File: src/rtl/mux4x1_scan_ctrl_if.sv
// mux4x1_scan_ctrl_if: control, mux-select and capture signals of the 4:1 mux scan controller
interface mux4x1_scan_ctrl_if;
  logic       start;
  logic       stop;
  logic [3:0] ch_en;
  logic       y;
  logic       s1;
  logic       s2;
  logic       busy;
  logic       sample_valid;
  logic [1:0] sample_ch;
  logic       sample_bit;
  logic [3:0] frame;
  logic       frame_valid;
  modport master (
    output start, stop, ch_en, y,
    input  s1, s2, busy, sample_valid, sample_ch, sample_bit, frame, frame_valid
  );
  modport slave (
    input  start, stop, ch_en, y,
    output s1, s2, busy, sample_valid, sample_ch, sample_bit, frame, frame_valid
  );
endinterface

File: src/rtl/mux4x1_scan_ctrl.sv
// mux4x1_scan_ctrl: round-robin dwell scan of a 4:1 mux with per-channel capture and frame assembly
module mux4x1_scan_ctrl #(
  parameter int DWELL  = 4,
  parameter int SETTLE = 1
) (
  input logic               clk,
  input logic               rst_n,
  mux4x1_scan_ctrl_if.slave bus
);
  typedef enum logic {IDLE, SCAN} state_e;
  localparam logic [7:0] LAST = 8'(DWELL - 1);
  localparam logic [7:0] CAP  = 8'(SETTLE);
  state_e     state_q, state_d;
  logic [1:0] sel_q, sel_d, sample_ch_q, sample_ch_d;
  logic [7:0] cnt_q, cnt_d;
  logic [3:0] mask_q, mask_d, acc_q, acc_d, frame_q, frame_d, above;
  logic       busy_q, busy_d, stop_q, stop_d;
  logic       sample_valid_q, sample_valid_d, sample_bit_q, sample_bit_d;
  logic       frame_valid_q, frame_valid_d;
  function automatic logic [1:0] lowest(input logic [3:0] m);
    return m[0] ? 2'd0 : m[1] ? 2'd1 : m[2] ? 2'd2 : 2'd3;
  endfunction
  assign above = mask_q & (4'b1110 << sel_q);
  // capture may land on the dwell's last cycle, so the frame is built from acc_d
  always_comb begin
    state_d        = state_q;
    sel_d          = sel_q;
    cnt_d          = cnt_q;
    busy_d         = busy_q;
    mask_d         = mask_q;
    stop_d         = stop_q;
    acc_d          = acc_q;
    frame_d        = frame_q;
    frame_valid_d  = 1'b0;
    sample_valid_d = 1'b0;
    sample_ch_d    = sample_ch_q;
    sample_bit_d   = sample_bit_q;
    if (state_q == IDLE) begin
      if (bus.start && bus.ch_en != 4'd0) begin
        state_d = SCAN;
        mask_d  = bus.ch_en;
        sel_d   = lowest(bus.ch_en);
        cnt_d   = '0;
        busy_d  = 1'b1;
        acc_d   = '0;
      end
    end else begin
      cnt_d  = cnt_q + 8'd1;
      stop_d = stop_q | bus.stop;
      if (cnt_q == CAP) begin
        sample_valid_d = 1'b1;
        sample_ch_d    = sel_q;
        sample_bit_d   = bus.y;
        acc_d[sel_q]   = bus.y;
      end
      if (cnt_q == LAST) begin
        cnt_d = '0;
        sel_d = lowest(above);
        if (above == 4'd0) begin
          frame_d       = acc_d & mask_q;
          frame_valid_d = 1'b1;
          mask_d        = bus.ch_en;
          acc_d         = '0;
          sel_d         = lowest(bus.ch_en);
          if (stop_d || bus.ch_en == 4'd0) begin
            state_d = IDLE;
            sel_d   = 2'd0;
            busy_d  = 1'b0;
            stop_d  = 1'b0;
          end
        end
      end
    end
  end
  always_ff @(posedge clk or negedge rst_n) begin
    if (!rst_n) begin
      state_q        <= IDLE;
      sel_q          <= '0;
      cnt_q          <= '0;
      busy_q         <= 1'b0;
      mask_q         <= '0;
      stop_q         <= 1'b0;
      acc_q          <= '0;
      frame_q        <= '0;
      frame_valid_q  <= 1'b0;
      sample_valid_q <= 1'b0;
      sample_ch_q    <= '0;
      sample_bit_q   <= 1'b0;
    end else begin
      state_q        <= state_d;
      sel_q          <= sel_d;
      cnt_q          <= cnt_d;
      busy_q         <= busy_d;
      mask_q         <= mask_d;
      stop_q         <= stop_d;
      acc_q          <= acc_d;
      frame_q        <= frame_d;
      frame_valid_q  <= frame_valid_d;
      sample_valid_q <= sample_valid_d;
      sample_ch_q    <= sample_ch_d;
      sample_bit_q   <= sample_bit_d;
    end
  end
  assign bus.s1           = sel_q[1];
  assign bus.s2           = sel_q[0];
  assign bus.busy         = busy_q;
  assign bus.sample_valid = sample_valid_q;
  assign bus.sample_ch    = sample_ch_q;
  assign bus.sample_bit   = sample_bit_q;
  assign bus.frame        = frame_q;
  assign bus.frame_valid  = frame_valid_q;
endmodule

File: src/flat_wrapper.sv
// flat-port wrapper written by rule: the top's interface ports become plain ports
module mux4x1_scan_ctrl_flat 
#(
  parameter int DWELL  = 4,
  parameter int SETTLE = 1
)
  (clk, rst_n, bus_start, bus_stop, bus_ch_en, bus_y, bus_s1, bus_s2, bus_busy, bus_sample_valid, bus_sample_ch, bus_sample_bit, bus_frame, bus_frame_valid);
  mux4x1_scan_ctrl_if bus_i ();
  input logic clk;
  input logic rst_n;
  input wire logic [$bits(bus_i.start)-1:0] bus_start;
  input wire logic [$bits(bus_i.stop)-1:0] bus_stop;
  input wire logic [$bits(bus_i.ch_en)-1:0] bus_ch_en;
  input wire logic [$bits(bus_i.y)-1:0] bus_y;
  output wire logic [$bits(bus_i.s1)-1:0] bus_s1;
  output wire logic [$bits(bus_i.s2)-1:0] bus_s2;
  output wire logic [$bits(bus_i.busy)-1:0] bus_busy;
  output wire logic [$bits(bus_i.sample_valid)-1:0] bus_sample_valid;
  output wire logic [$bits(bus_i.sample_ch)-1:0] bus_sample_ch;
  output wire logic [$bits(bus_i.sample_bit)-1:0] bus_sample_bit;
  output wire logic [$bits(bus_i.frame)-1:0] bus_frame;
  output wire logic [$bits(bus_i.frame_valid)-1:0] bus_frame_valid;
  assign bus_i.start = bus_start;
  assign bus_i.stop = bus_stop;
  assign bus_i.ch_en = bus_ch_en;
  assign bus_i.y = bus_y;
  assign bus_s1 = bus_i.s1;
  assign bus_s2 = bus_i.s2;
  assign bus_busy = bus_i.busy;
  assign bus_sample_valid = bus_i.sample_valid;
  assign bus_sample_ch = bus_i.sample_ch;
  assign bus_sample_bit = bus_i.sample_bit;
  assign bus_frame = bus_i.frame;
  assign bus_frame_valid = bus_i.frame_valid;
  mux4x1_scan_ctrl #(.DWELL(DWELL), .SETTLE(SETTLE)) u_core (.clk(clk), .rst_n(rst_n), .bus(bus_i));
endmodule
File: config.mk
export PLATFORM = sky130hd
export DESIGN_NAME = mux4x1_scan_ctrl_flat
export DESIGN_NICKNAME = d
export VERILOG_FILES = /design/src/rtl/mux4x1_scan_ctrl_if.sv /design/src/rtl/mux4x1_scan_ctrl.sv /design/src/flat_wrapper.sv
export SDC_FILE = /design/constraint.sdc
export NUM_CORES = 1
export LEC_CHECK = 0
export CAP_MARGIN = 20
export CORE_MARGIN = 3
export CORE_UTILIZATION = 55
export CTS_CLUSTER_DIAMETER = 50
export DETAILED_ROUTE_END_ITERATION = 16
export PLACE_DENSITY = 0.81
export SLEW_MARGIN = 10
export SYNTH_ARGS = -nofsm -noshare
export SYNTH_HDL_FRONTEND = slang
export SYNTH_SLANG_ARGS = --single-unit
File: constraint.sdc
create_clock -name clk -period 2.4 [get_ports clk]
set_clock_uncertainty 0.2 [all_clocks]
set_input_delay 0.72 -clock clk [delete_from_list [all_inputs] [get_ports clk]]
set_output_delay 0.72 -clock clk [all_outputs]
set_load 0.005 [all_outputs]
==> flow_metrics.py <==
metrics = {
    "cts": {
        "path_clk_slew_ps": 90,
        "clk_latency_ps": 330,
        "cts_tree": "yes",
        "cts_root_buffer": "clkbuf_4",
        "htree_levels": 2,
        "clockBufferDepth": 2,
        "cts_sinks": 30,
        "cts_hold_buf": 0,
        "cts_made_buffers": 5,
    },
    "place": {
        "gp_congestion": 0.866,
        "dp_cells": 223,
        "port-buffer-count": 20,
        "dp_hpwl_mm": 2.85,
        "postPlaceCellArea_mm2": 0.00199,
    },
    "setup_path": {
        "crit_arrival_ps": 1370,
        "crit_family": "buffers and inverters",
        "rr_worst_depth": 4,
        "endpoint_kind": "output port",
        "critPathBufInv": 1,
        "r2r-start": "u_core.cnt_q[2]",
        "cp.required_ps": 1480,
        "worst_path_max_delay_cell": "clkdlybuf4s50_1",
        "r2r_slack_ps": 190,
        "slowest_delay_ps": 550,
        "setup.worst_path.class": "flip-flop to output port",
        "worstPathCellList": "clkdlybuf4s50_1",
        "critical_path.max_fanout": 8,
        "timing.rr.end": "u_core.acc_q[1]",
        "start_kind": "flip-flop",
    },
    "grt": {
        "grt_pass1_wl_mm": 6.32,
        "overflow": 0,
        "grt_usage_pct": 22.9,
        "grt_max_degree": 31,
        "grt_pass1_vias": 1391,
        "antenna_found_initial": 0,
    },
    "synth": {
        "ys_ff_latch": 30,
        "yosysSeqAreaShare_pct": 44.5,
        "synth_compound_area_share_pct": 25.6,
        "synth-simple-area-share_pct": 19.5,
        "synth_fa_ha_area_share_pct": 1.48,
        "async_flop_share_pct": 100,
        "syn_area_per_cell_um2": 10.0,
        "synthCells": 168,
        "syn-num-nets": 179,
        "syn_area_mm2": 0.00169,
        "synth_edf_count": 0,
        "synth_top_family_by_area": "compound AO/OA/AOI/OAI gates",
        "synth_xor_xnor_area_share_pct": 0.519,
        "ys.flop_type": "dfrtp_1",
        "synthDistinctLibCells": 47,
        "yosys-mux-area-fraction_pct": 3.85,
        "ys_warn_count": 0,
    },
    "final_layout": {
        "drive_above_1_share_pct": 18.5,
        "fin_nets": 210,
        "area_growth_pct": 21.7,
        "layoutNonFillerInstCount": 231,
        "final_cell_area_mm2": 0.00205,
        "diodes": 0,
        "fill_cells": 212,
        "fin_util_pct": 72.6,
    },
    "pwr": {
        "peakVddDrop_uv": 719,
        "p_per_area_mw_per_mm2": 1170,
        "p_leak_nw": 0.881,
    },
    "timing": {
        "hold_ws_ps": 306,
        "rsz0062_at_grt": "false",
        "slew_viol_final": 0,
        "post-route-period-util_pct": 95.5,
        "period_needed_ps": 2290,
        "fmax_mhz": 436,
        "finalSetupViolations": 0,
        "finalSetupTns_ps": 0,
        "tightest_slew_ps": 685,
        "max-slew-margin-rel_pct": 54.1,
        "final_hold_viol_count": 0,
    },
    "drt": {
        "routed_via_density": 6.36,
        "wl_met1_mm": 1.79,
        "dr.pass1.iters": 5,
        "routed_wl_mm": 3.85,
        "vias": 1470,
        "drc": 0,
        "dr.max_layer_used": "met4",
        "avgRoutedWirePerCell_um": 16.7,
        "ant_nets": 0,
        "dr_wl_met2_mm": 1.78,
        "drt_iter0_drc": 61,
        "route.met3.wl_um": 224,
    },
    "hold_path": {
        "min_path_type": "flip-flop to flip-flop",
        "min_from": "u_core.acc_q[3]",
        "min_to": "u_core.acc_q[3]",
        "hold_path_depth": 1,
    },
    "die": {
        "die_h_um": 61.4,
        "start_util_pct": 59.7,
        "fp.dieW_um": 61.4,
        "std_cell_rows": 19,
        "design.die.area_mm2": 0.00377,
        "io_pins": 21,
        "core-area_mm2": 0.00283,
    },
    "run": {
        "max_cap_viol_count": 0,
    },
    "outcome": {
        "outcome": "complete, no violations",
    },
}
-- per-stage QoR --
step           setup WS (ps)  total power [W]
2_1_floorplan            192          0.00164
3_3_place_gp            -259          0.00202
3_5_place_dp            -292          0.00208
4_1_cts                 66.4          0.00240
5_1_grt                 37.7          0.00258
6_report                 108          0.00240
-- flip-flops by register name, indices dropped and copies added (netlist names) --
register and flops:
u_core.cnt_q 8, u_core.acc_q 4, u_core.bus.frame 4, u_core.mask_q 4, u_core.bus.sample_ch 2, u_core.sel_q 2, u_core.bus.busy 1, u_core.bus.frame_valid 1
u_core.bus.sample_bit 1, u_core.bus.sample_valid 1, u_core.state_q 1, u_core.stop_q 1
-- worst max path at each step --
stage                                from               to  slack, ps  depth (start not counted)
after floorplan              bus_ch_en[1]  u_core.cnt_q[2]        190                          6
after global placement       bus_ch_en[1]  u_core.bus.busy       -260                          5
after detailed placement     bus_ch_en[1]  u_core.bus.busy       -290                          5
after CTS                    bus_ch_en[1]  u_core.bus.busy         70                          5
after global routing      u_core.sel_q[0]           bus_s2         40                          1
final                     u_core.sel_q[0]           bus_s2        110                          1
-- cell usage in the layout (no fill, tap or decap), drive strengths merged, types with 3 or more instances in the layout --
cell type      Yosys  layout
nand2b             3       3
clkbuf             3       7
buf                5      12
o311ai             4       4
nor2               9       9
nand4              4       4
a21o               5       5
o41ai              4       4
and2               3       3
o2bb2ai            4       4
nor4b              3       3
inv               10      10
a22o               3       3
a31oi              8       8
nand3              4       4
o211ai             4       4
clkdlybuf4s50      0      20
nand2             14      14
mux2               4       4
o21ai              8       8
a21oi              8       8
o31ai              3       3
dfrtp             30      30
-- layer usage --
layer / vias up / global-route usage, %
met5: - / 0
met4: 0 / 10.3
met3: 7 / 7.76
met2: 45 / 33.1
met1: 719 / 31.0
li1: 699 / -
-- logic make-up after synthesis --
kind of cell | count (synthesis)
flops | 30
compound gates | 58
mux | 6
buf+inv | 18
simple gates | 53
xor+xnor | 1
fa+ha+maj | 2
-- synthesized netlist by cell type (7+ instances only) --
cell type	number	area, µm²
nand2_1	14	52.6
a21oi_1	7	35.0
nor2_1	9	33.8
o21ai_0	8	40.0
inv_1	10	37.5
a31oi_1	8	50.1
dfrtp_1	30	751
-- power by group --
| part | total (W) | switching [W] | internal, W |
|---|---|---|---|
| logic | 0.00112 | 0.000555 | 0.000563 |
| registers | 0.000964 | 0.000247 | 0.000717 |
| clock network | 0.000322 | 0.000180 | 0.000142 |
-- final cells by class --
class	count	area, µm²	share of cell area [%]
Clock inverter	1	5.00	0.244
Timing Repair Buffer	32	303	14.7
Inverter	10	37.5	1.83
Tap cell	31	38.8	1.89
Clock buffer	7	55.1	2.68
Multi-Input combinational cell	120	865	42.1
Sequential cell	30	751	36.5
-- what timing repair did --
action	4_1_cts	5_1_grt
gates resized for setup	0	1
setup endpoints to repair	0	7
buffers inserted	0	0
No activity file was read; power rests on OpenSTA's default activity.
